### config.mk
export PLATFORM = sky130hd
export DESIGN_NAME = alu_addsub_pipe
export DESIGN_NICKNAME = d
export VERILOG_FILES = /design/src/rtl/alu_addsub_pipe.sv
export SDC_FILE = /design/constraint.sdc
export NUM_CORES = 1
export LEC_CHECK = 0
export ABC_AREA = 0
export BUFFER_PORTS_ARGS = -buffer_cell sky130_fd_sc_hd__clkbuf_2
export CORE_MARGIN = 5
export CORE_UTILIZATION = 49
export CTS_CLUSTER_DIAMETER = 80
export DETAILED_ROUTE_END_ITERATION = 7
export GPL_TIMING_DRIVEN = 0
export PLACE_DENSITY = 0.76
export SLEW_MARGIN = 20
export SYNTH_ARGS = -nofsm -noshare
export SYNTH_HDL_FRONTEND = slang
export SYNTH_SLANG_ARGS = --single-unit
### constraint.sdc
create_clock -name clk -period 2.2 [get_ports clk]
set_input_delay 0.11 -clock clk [delete_from_list [all_inputs] [get_ports clk]]
set_output_delay 0.11 -clock clk [all_outputs]
set_load 0.02 [all_outputs]
### src/rtl/alu_addsub_pipe.sv
// Pipelined WIDTH-bit adder/subtractor with a carry chain split into SEGMENTS register stages.
// Optional zero/overflow flags are built when ALU_FLAGS_EN is defined.
module alu_addsub_pipe #(
    parameter int WIDTH    = 16,
    parameter int SEGMENTS = 2
) (
    input  logic             clk,
    input  logic             rst,
    input  logic             in_valid,
    output logic             in_ready,
    input  logic             in_op,
    input  logic [WIDTH-1:0] in_a,
    input  logic [WIDTH-1:0] in_b,
    output logic             out_valid,
    input  logic             out_ready,
    output logic [WIDTH:0]   out_result
`ifdef ALU_FLAGS_EN
    ,
    output logic             out_zero,
    output logic             out_ovf
`endif
);

    localparam int S  = SEGMENTS;
    localparam int SW = WIDTH / SEGMENTS;

    // Handshake: a transfer happens on a rising edge where valid and ready are
    // both high; a stage loads whenever it is empty or its content moves on.
    logic             vld_q [S];
    logic             op_q  [S];
    logic             cy_q  [S];
    logic [WIDTH-1:0] a_q   [S];
    logic [WIDTH-1:0] b_q   [S];
    logic [WIDTH-1:0] r_q   [S];

    logic [S:0]       take;

    logic             src_vld [S];
    logic             src_op  [S];
    logic             src_cin [S];
    logic [WIDTH-1:0] src_a   [S];
    logic [WIDTH-1:0] src_b   [S];
    logic [WIDTH-1:0] src_r   [S];
    logic [WIDTH-1:0] nxt_r   [S];
    logic             nxt_c   [S];

    always_comb begin
        take    = '0;
        take[S] = out_ready;
        for (int k = S - 1; k >= 0; k--) begin
            take[k] = !vld_q[k] || take[k+1];
        end
        in_ready = take[0];
    end

    // Each stage adds one operand slice using the carry registered by the previous stage.
    always_comb begin
        logic [SW-1:0] bx;
        logic [SW:0]   sum;
        bx  = '0;
        sum = '0;

        src_vld[0] = in_valid;
        src_op[0]  = in_op;
        src_cin[0] = in_op;
        src_a[0]   = in_a;
        src_b[0]   = in_b;
        src_r[0]   = '0;
        for (int k = 1; k < S; k++) begin
            src_vld[k] = vld_q[k-1];
            src_op[k]  = op_q[k-1];
            src_cin[k] = cy_q[k-1];
            src_a[k]   = a_q[k-1];
            src_b[k]   = b_q[k-1];
            src_r[k]   = r_q[k-1];
        end

        for (int k = 0; k < S; k++) begin
            bx  = src_op[k] ? ~src_b[k][k*SW +: SW] : src_b[k][k*SW +: SW];
            sum = {1'b0, src_a[k][k*SW +: SW]} + {1'b0, bx} + {{SW{1'b0}}, src_cin[k]};
            nxt_r[k]              = src_r[k];
            nxt_r[k][k*SW +: SW]  = sum[SW-1:0];
            nxt_c[k]              = sum[SW];
        end
    end

    always_ff @(posedge clk or posedge rst) begin
        if (rst) begin
            for (int k = 0; k < S; k++) begin
                vld_q[k] <= 1'b0;
                op_q[k]  <= 1'b0;
                cy_q[k]  <= 1'b0;
                a_q[k]   <= '0;
                b_q[k]   <= '0;
                r_q[k]   <= '0;
            end
        end else begin
            for (int k = 0; k < S; k++) begin
                if (take[k]) begin
                    vld_q[k] <= src_vld[k];
                    if (src_vld[k]) begin
                        op_q[k] <= src_op[k];
                        cy_q[k] <= nxt_c[k];
                        a_q[k]  <= src_a[k];
                        b_q[k]  <= src_b[k];
                        r_q[k]  <= nxt_r[k];
                    end
                end
            end
        end
    end

    // For subtract the top bit is the inverted final carry (set when A < B).
    assign out_valid  = vld_q[S-1];
    assign out_result = {op_q[S-1] ^ cy_q[S-1], r_q[S-1]};

`ifdef ALU_FLAGS_EN
    logic zero_q;
    logic ovf_q;
    logic zero_nxt;
    logic ovf_nxt;

    always_comb begin
        logic a_msb;
        logic b_msb;
        logic r_msb;
        a_msb    = src_a[S-1][WIDTH-1];
        b_msb    = src_b[S-1][WIDTH-1];
        r_msb    = nxt_r[S-1][WIDTH-1];
        zero_nxt = (nxt_r[S-1] == '0);
        if (src_op[S-1]) begin
            ovf_nxt = (a_msb != b_msb) && (r_msb != a_msb);
        end else begin
            ovf_nxt = (a_msb == b_msb) && (r_msb != a_msb);
        end
    end

    always_ff @(posedge clk or posedge rst) begin
        if (rst) begin
            zero_q <= 1'b0;
            ovf_q  <= 1'b0;
        end else if (take[S-1] && src_vld[S-1]) begin
            zero_q <= zero_nxt;
            ovf_q  <= ovf_nxt;
        end
    end

    assign out_zero = zero_q;
    assign out_ovf  = ovf_q;
`endif

endmodule

==> results of run 1 <==
repair_timing:
| action | CTS | global route |
|---|---|---|
| hold endpoints to repair | 11 | 0 |
| pin swaps | 3 | 6 |
| endpoints found under the setup margin | 4 | 4 |
| setup buffers | 2 | 4 |
| gates cloned | 0 | 0 |
| gates resized for setup | 7 | 7 |
| hold buffers | 1 | 0 |
critical path, delay by kind of cell (launching register included):
family	cells	cell delay [ns]
buf+inv	2	0.26
simple gates	1	0.08
flops	1	0.38
fa+ha+maj	1	0.35
xor+xnor	2	0.36
compound gates	3	0.59
layer usage:
metal / track usage / routed length, um / vias to the layer above
li1: - / - / 914
met1: 0.214 / 2280 / 852
met2: 0.262 / 2630 / 32
met3: 0.0351 / 186 / 7
met4: 0.0507 / 66 / 0
met5: 0 / 0 / -
power by group:
group	internal (mW)	leakage, nW	switching [mW]
clock	0.214	0.0438	0.273
combinational	0.613	0.896	0.752
sequential	1.07	0.548	0.122
worst min path at each step:
| stage | end | slack (ns) | cells past startpoint | start |
|---|---|---|---|---|
| 4_1_cts | b_q[24] | 0.03 | 2 | in_b[8] |
| 5_1_grt | b_q[27] | 0.03 | 2 | in_b[11] |
| 3_3_place_gp | b_q[29] | 0.34 | 2 | in_b[13] |
| 3_5_place_dp | nxt_r[7] | 0.05 | 2 | rst |
| 2_1_floorplan | src_vld[0] | 0.22 | 1 | in_valid |
| 6_report | b_q[24] | 0.04 | 2 | in_b[8] |
state kept, by name, summed over array words and instances (netlist names):
register / cells
out_result: 16
a_q: 8
b_q: 8
nxt_r: 8
cy_q: 2
op_q: 2
out_valid: 1
src_vld: 1
metrics by stage:
stage	instances	hold slack [ns]	TNS, ns
after floorplan	224	0.218	0
after global placement	348	0.342	-0.248
after CTS	359	0.0327	0
after detailed placement	349	0.0545	-0.380
after global routing	363	0.0295	-0.0412
final	363	0.0353	0
cells by family after synthesis:
kind of cell | after synthesis | share of synthesized area
AND/OR/NAND/NOR | 45 | 0.0820
buffers and inverters | 18 | 0.0400
XOR/XNOR | 25 | 0.0875
multiplexers | 28 | 0.126
adder cells (fa/ha/maj) | 17 | 0.0940
AO/OA/AOI/OAI | 45 | 0.110
flip-flops | 46 | 0.460
layout by cell type (no fill, tap or decap), drive strengths merged, types with 5 or more instances in the layout:
| master | synthesis | final |
|---|---|---|
| mux2 | 26 | 26 |
| inv | 10 | 10 |
| o21ai | 19 | 19 |
| dfrtp | 46 | 46 |
| a21oi | 10 | 10 |
| nand2b | 7 | 7 |
| ha | 14 | 14 |
| nor2 | 5 | 5 |
| nand2 | 25 | 25 |
| clkbuf | 3 | 62 |
| buf | 5 | 12 |
| xor2 | 21 | 21 |
layout make-up:
class                      instances  share of cell area
buffer                             8              0.0224
clock buffer                       5              0.0224
clock inverter                     2             0.00325
inverter                          10              0.0122
multi-input combinational        160               0.421
sequential                        46               0.374
tap                               70              0.0285
timing repair buffer              62               0.116
==> results.md, run 1 <==
- Detailed-route via count: 1805
- Reg2reg path depth: 9
- Total die area: 6640 um^2
- Starting utilization of the core area: 0.497
- Maximum cell stage delay along the critical path: 0.38 ns
- Placed inst area: 2880 um^2
- Reg-to-Reg End: out_result[15]
- Net count after synthesis: 278
- First-pass GRT wire length: 8.15 mm
- Final-report hold violation count: 0
- Post-route total power: 3.05 mW
- FF+latch area: 1150 um^2
- Overall die width: 81.5 um
- Critical Path End Type: flip-flop
- Number of top-level pins: 56
- Design Area, Final: 3080 um^2
- Hold crit path type: in -> reg
- Fmax: 464 MHz
- Overflow after GRT: 0
- Number of antenna diodes: 0
- Global placement routability congestion: 0.856
- Total standard cell area after synthesis: 2500 um^2
- CTS buffer count: 5
- Count of max-cap constraint violations: 0
- Number of synthesized register bits: 46
- Worst-case vdd ir drop: 0.000595 V
- Most frequently used flop master after synthesis: sky130_fd_sc_hd__dfrtp_1
- Proportion of netlist area held by the largest area contributor: 0.460
- Result of the run: finished, final reports clean
- Launching point of the worst reg2reg path: op_q[1]
- Worst Tran Pin Value: 0.368 ns
- Share of cells above drive strength 1: 0.392
- Post-detailed-route wirelength per cell: 14.2 um
- Critical path launch point: op_q[1]
- Final worst path period need: 2.15 ns
- P_leak: 1.49 nW
- Slowest CP cell: sky130_fd_sc_hd__dfrtp_1
- Required @ worst endpoint: 2.38 ns
- Initial antenna violation count: 0
- Number of enable-type register cells in the synthesized netlist: 0
- Largest net degree at the start of global routing: 36
- Startpoint type of the worst setup path: flip-flop
- Crit path to: out_result[15]
- Average vias per placed instance: 4.97
- Maximum level of the CTS H-tree: 2
- Post-synthesis to final-layout area growth: 22.9%
- Die height: 81.5 um
- Number of instances in the synthesized netlist: 224
- Mean instance size in the synthesized netlist: 11.2 um^2
- Area occupied by multi-input gates: 1300 um^2
- Cell with the most instances on the worst path: sky130_fd_sc_hd__xor2_1
- Synth async-reset ratio: 1.00
- DRT iter0 DRCs: 38
- Number of distinct library cell variants in the gate-level netlist after synthesis: 39
- Overall Global Routing Usage: 0.161
- Worst Setup Path Type: reg -> reg
- Share of the core filled with cells: 0.610
- NumNets Final: 347
- Setup slack at placement: -0.189 ns
- Number of clock sinks seen by CTS: 46
- Arrival time reported for the critical path endpoint: 2.33 ns
- Worst Clk Skew: 0.00849 ns
- Portion of the post-synthesis area used by sequential elements: 0.460
- Largest fanout of any net on the critical path: 9
- Remaining number of nets flagged by the antenna check after routing: 0
- Total setup violations reported at the end of the flow: 0
- Most area-consuming cells after synthesis: sky130_fd_sc_hd__dfrtp_1, sky130_fd_sc_hd__mux2_2, sky130_fd_sc_hd__xor2_1
- Site Rows: 26
- Via count of the first global-routing pass: 1791
- Yosys warnings: 0
- Root buffer cell: sky130_fd_sc_hd__clkbuf_8
- Final Cycle Share: 0.979
- Number of detailed-routing iterations run before antenna repair: 4
- Wire length reported by the detailed router: 5.16 mm
- PwrDens: 990 nW/um^2
- Fillers: 415
- TritonCTS clock tree: yes
- PnR worst setup slack: 0.0461 ns
- Most used standard cells in the synthesized netlist: sky130_fd_sc_hd__dfrtp_1, sky130_fd_sc_hd__mux2_2, sky130_fd_sc_hd__nand2_1
- Number of input and output port buffers inserted: 54
- Later-pin clock latency in the skew report: 0.30 ns
- Deepest clock path buffer count: 2
- Setup slack, reg-to-reg: 0.05 ns
- Biggest area consumer among synthesized cells: sky130_fd_sc_hd__dfrtp_1
- Clock input transition at the sequential cells of the worst setup and hold paths: 0.09 ns
- Remaining max-slew budget at the tightest pin: 0.754
- Final HPWL from detailed placement: 3.72 mm
- Most instantiated library cell after synthesis: sky130_fd_sc_hd__dfrtp_1
- Slew Limit Fails: 0
- Standard cell core area: 5040 um^2
- Crit path cell chain: buf_6, buf_12, xor2_1, ha_1, a21oi_2, nand2_1, o221ai_1, xor2_1, o21ai_0
- Total DRC errors in the routed layout: 0
(Power assumes the default switching activity.)
==> run 2, diff against run 1 <==
--- a/config.mk
+++ b/config.mk
@@ -7,12 +7,14 @@
 export LEC_CHECK = 0
 export ABC_AREA = 0
 export BUFFER_PORTS_ARGS = -buffer_cell sky130_fd_sc_hd__clkbuf_2
+export CELL_PAD_IN_SITES_DETAIL_PLACEMENT = 0
+export CELL_PAD_IN_SITES_GLOBAL_PLACEMENT = 1
 export CORE_MARGIN = 5
-export CORE_UTILIZATION = 49
+export CORE_UTILIZATION = 38
 export CTS_CLUSTER_DIAMETER = 80
 export DETAILED_ROUTE_END_ITERATION = 7
 export GPL_TIMING_DRIVEN = 0
-export PLACE_DENSITY = 0.76
+export PLACE_DENSITY_LB_ADDON = 0.1
 export SLEW_MARGIN = 20
 export SYNTH_ARGS = -nofsm -noshare
 export SYNTH_HDL_FRONTEND = slang
==> run 2 against run 1 <==
Total power up 4.1%. Die area up 25%. Clock skew fell by 0.0027 ns. Count of clock-buffer cells in the layout did not move. Critical path type unchanged. Sequential share of layout area down 0.86 points. Setup slack lost 0.025 ns. Cell count increased by 2.5%. Register-to-register slack worse by 0.02 ns.
==> results.md, run 2 (synthesis gave the netlist of run 1 again) <==
- Final worst path period need: 2.18 ns
- Total DRC errors in the routed layout: 0
- Number of antenna diodes: 0
- Post-detailed-route wirelength per cell: 14.1 um
- Die height: 91.2 um
- Standard cell core area: 6390 um^2
- Post-synthesis to final-layout area growth: 25.8%
- Overall Global Routing Usage: 0.132
- Via count of the first global-routing pass: 1858
- Critical Path End Type: flip-flop
- Detailed-route via count: 1823
- Most common cell after layout, fill and taps aside: sky130_fd_sc_hd__clkbuf_2
- Switching share of power: 0.364
- Sequential group share of total power: 0.379
- Wire length reported by the detailed router: 5.25 mm
- Total die area: 8310 um^2
- PnR worst setup slack: 0.0214 ns
- Total setup violations reported at the end of the flow: 0
- Reg2reg path depth: 9
- First-pass GRT wire length: 9.06 mm
- Internal power: 2.02 mW
- DRT iter0 DRCs: 52
- NumNets Final: 348
- Hold crit path type: in -> reg
- Max reg flops: 16
- Largest net degree at the start of global routing: 29
- Leading cell types in the layout, fill and taps excluded: sky130_fd_sc_hd__clkbuf_2, sky130_fd_sc_hd__dfrtp_1, sky130_fd_sc_hd__mux2_2
- Worst Tran Pin Value: 0.433 ns
- Root buffer cell: sky130_fd_sc_hd__clkbuf_8
- Later-pin clock latency in the skew report: 0.30 ns
- TritonCTS clock tree: yes
- Worst Setup Path Type: reg -> reg
- Maximum level of the CTS H-tree: 2
- Remaining max-slew budget at the tightest pin: 0.711
- Remaining number of nets flagged by the antenna check after routing: 0
- Worst-case vdd ir drop: 0.000525 V
- Largest fanout of any net on the critical path: 5
- Reg-to-Reg End: out_result[14]
- Setup slack, reg-to-reg: 0.02 ns
- Fmax: 459 MHz
- Fillers: 607
- Deepest clock path buffer count: 2
- Share of cells above drive strength 1: 0.393
- Result of the run: finished, final reports clean
- Setup slack at placement: -0.182 ns
- Post-route total power: 3.17 mW
- Number of input and output port buffers inserted: 54
- Terminating pin of the worst hold path: b_q[27]
- Average vias per placed instance: 4.90
- Clock input transition at the sequential cells of the worst setup and hold paths: 0.09 ns
- Site Rows: 29
- Startpoint type of the worst setup path: flip-flop
- Final-report hold violation count: 0
- Global placement routability congestion: 0.784
- Count of max-cap constraint violations: 0
- Worst Clk Skew: 0.00582 ns
- Initial antenna violation count: 0
- Slew Limit Fails: 0
- Number of top-level pins: 56
- CTS buffer count: 5
- Launching point of the worst reg2reg path: op_q[1]
- P_leak: 1.51 nW
- HP Start: in_b[11]
- Sw power: 1.16 mW
- Final Cycle Share: 0.990
- Final HPWL from detailed placement: 4.02 mm
- Overall die width: 91.2 um
- Hold Crit Depth: 2
- Number of clock sinks seen by CTS: 46
- Arrival time reported for the critical path endpoint: 2.36 ns
- Combinational share of power: 0.421
- Number of detailed-routing iterations run before antenna repair: 4
- Starting utilization of the core area: 0.392
- PwrDens: 1010 nW/um^2
- Setup repair after global routing missed its margin: yes
- Required @ worst endpoint: 2.38 ns
- Relative contribution of the clock network to total power: 0.200
- Overflow after GRT: 0
run 2: metal layers:
| metal | track usage | routed length (um) | part of all wire | up-vias |
|---|---|---|---|---|
| met2 | 0.193 | 2320 | 0.44 | 44 |
| met5 | 0 | 0 | 0 | - |
| met4 | 0.0257 | 22 | 0.0042 | 0 |
| li1 | - | - | - | 912 |
| met1 | 0.195 | 2610 | 0.50 | 865 |
| met3 | 0.0397 | 295 | 0.056 | 2 |
run 2: repair_timing:
action / in CTS / in global routing
hold buffers: 1 / 0
endpoints found under the hold margin: 18 / 0
setup endpoints to repair: 5 / 3
resized for setup: 6 / 8
buffers inserted: 0 / 6
gates cloned: 0 / 1
pin swaps: 1 / 5
run 2: area by class of cell:
cell class / count / area [um^2] / area share
Multi-Input combinational cell: 160 / 1310 / 0.415
Sequential cell: 46 / 1150 / 0.365
Timing Repair Buffer: 63 / 370 / 0.118
Tap cell: 77 / 96.3 / 0.0306
Buffer: 8 / 72.6 / 0.0230
Clock buffer: 5 / 68.8 / 0.0218
Clock inverter: 3 / 45.0 / 0.0143
Inverter: 10 / 37.5 / 0.0119
run 2: worst max-delay path by stage:
stage | from | depth (start not counted) | end
3_5_place_dp | op_q[1] | 9 | out_result[14]
6_report | op_q[1] | 9 | out_result[14]
3_3_place_gp | op_q[1] | 9 | out_result[14]
2_1_floorplan | op_q[1] | 9 | out_result[14]
4_1_cts | op_q[1] | 9 | out_result[14]
5_1_grt | op_q[1] | 9 | out_result[14]
run 2: through the flow:
stage | TNS (ns) | area [um^2] | hold WS, ns | std cells | utilization
2_1_floorplan | 0 | 2500 | 0.218 | 224 | -
3_3_place_gp | -0.377 | 2870 | 0.343 | 355 | 0.449
3_5_place_dp | -0.386 | 2890 | 0.123 | 356 | 0.453
4_1_cts | 0 | 3040 | 0.0316 | 365 | 0.476
5_1_grt | -0.0637 | 3150 | 0.0318 | 372 | 0.493
6_report | 0 | 3150 | 0.0399 | 372 | 0.493
run 2: worst max-delay path, cell delays in order (launching register included):
cell	delay, ns
sky130_fd_sc_hd__dfrtp_1	0.41
sky130_fd_sc_hd__buf_8	0.15
sky130_fd_sc_hd__xnor2_4	0.12
sky130_fd_sc_hd__fa_2	0.38
sky130_fd_sc_hd__fa_2	0.37
sky130_fd_sc_hd__nand2b_4	0.15
sky130_fd_sc_hd__a21oi_2	0.12
sky130_fd_sc_hd__nand2b_4	0.15
sky130_fd_sc_hd__xnor2_2	0.13
sky130_fd_sc_hd__o21ai_1	0.09
run 2: power groups by stage:
stage / sequential [mW] / clock (mW) / combinational [mW]
CTS: 1.20 / 0.653 / 1.25
finish: 1.20 / 0.635 / 1.33
detailed placement: 1.22 / 0 / 1.21
global placement: 1.21 / 0 / 1.20
floorplan: 1.35 / 0 / 0.707
global route: 1.24 / 0.684 / 1.48
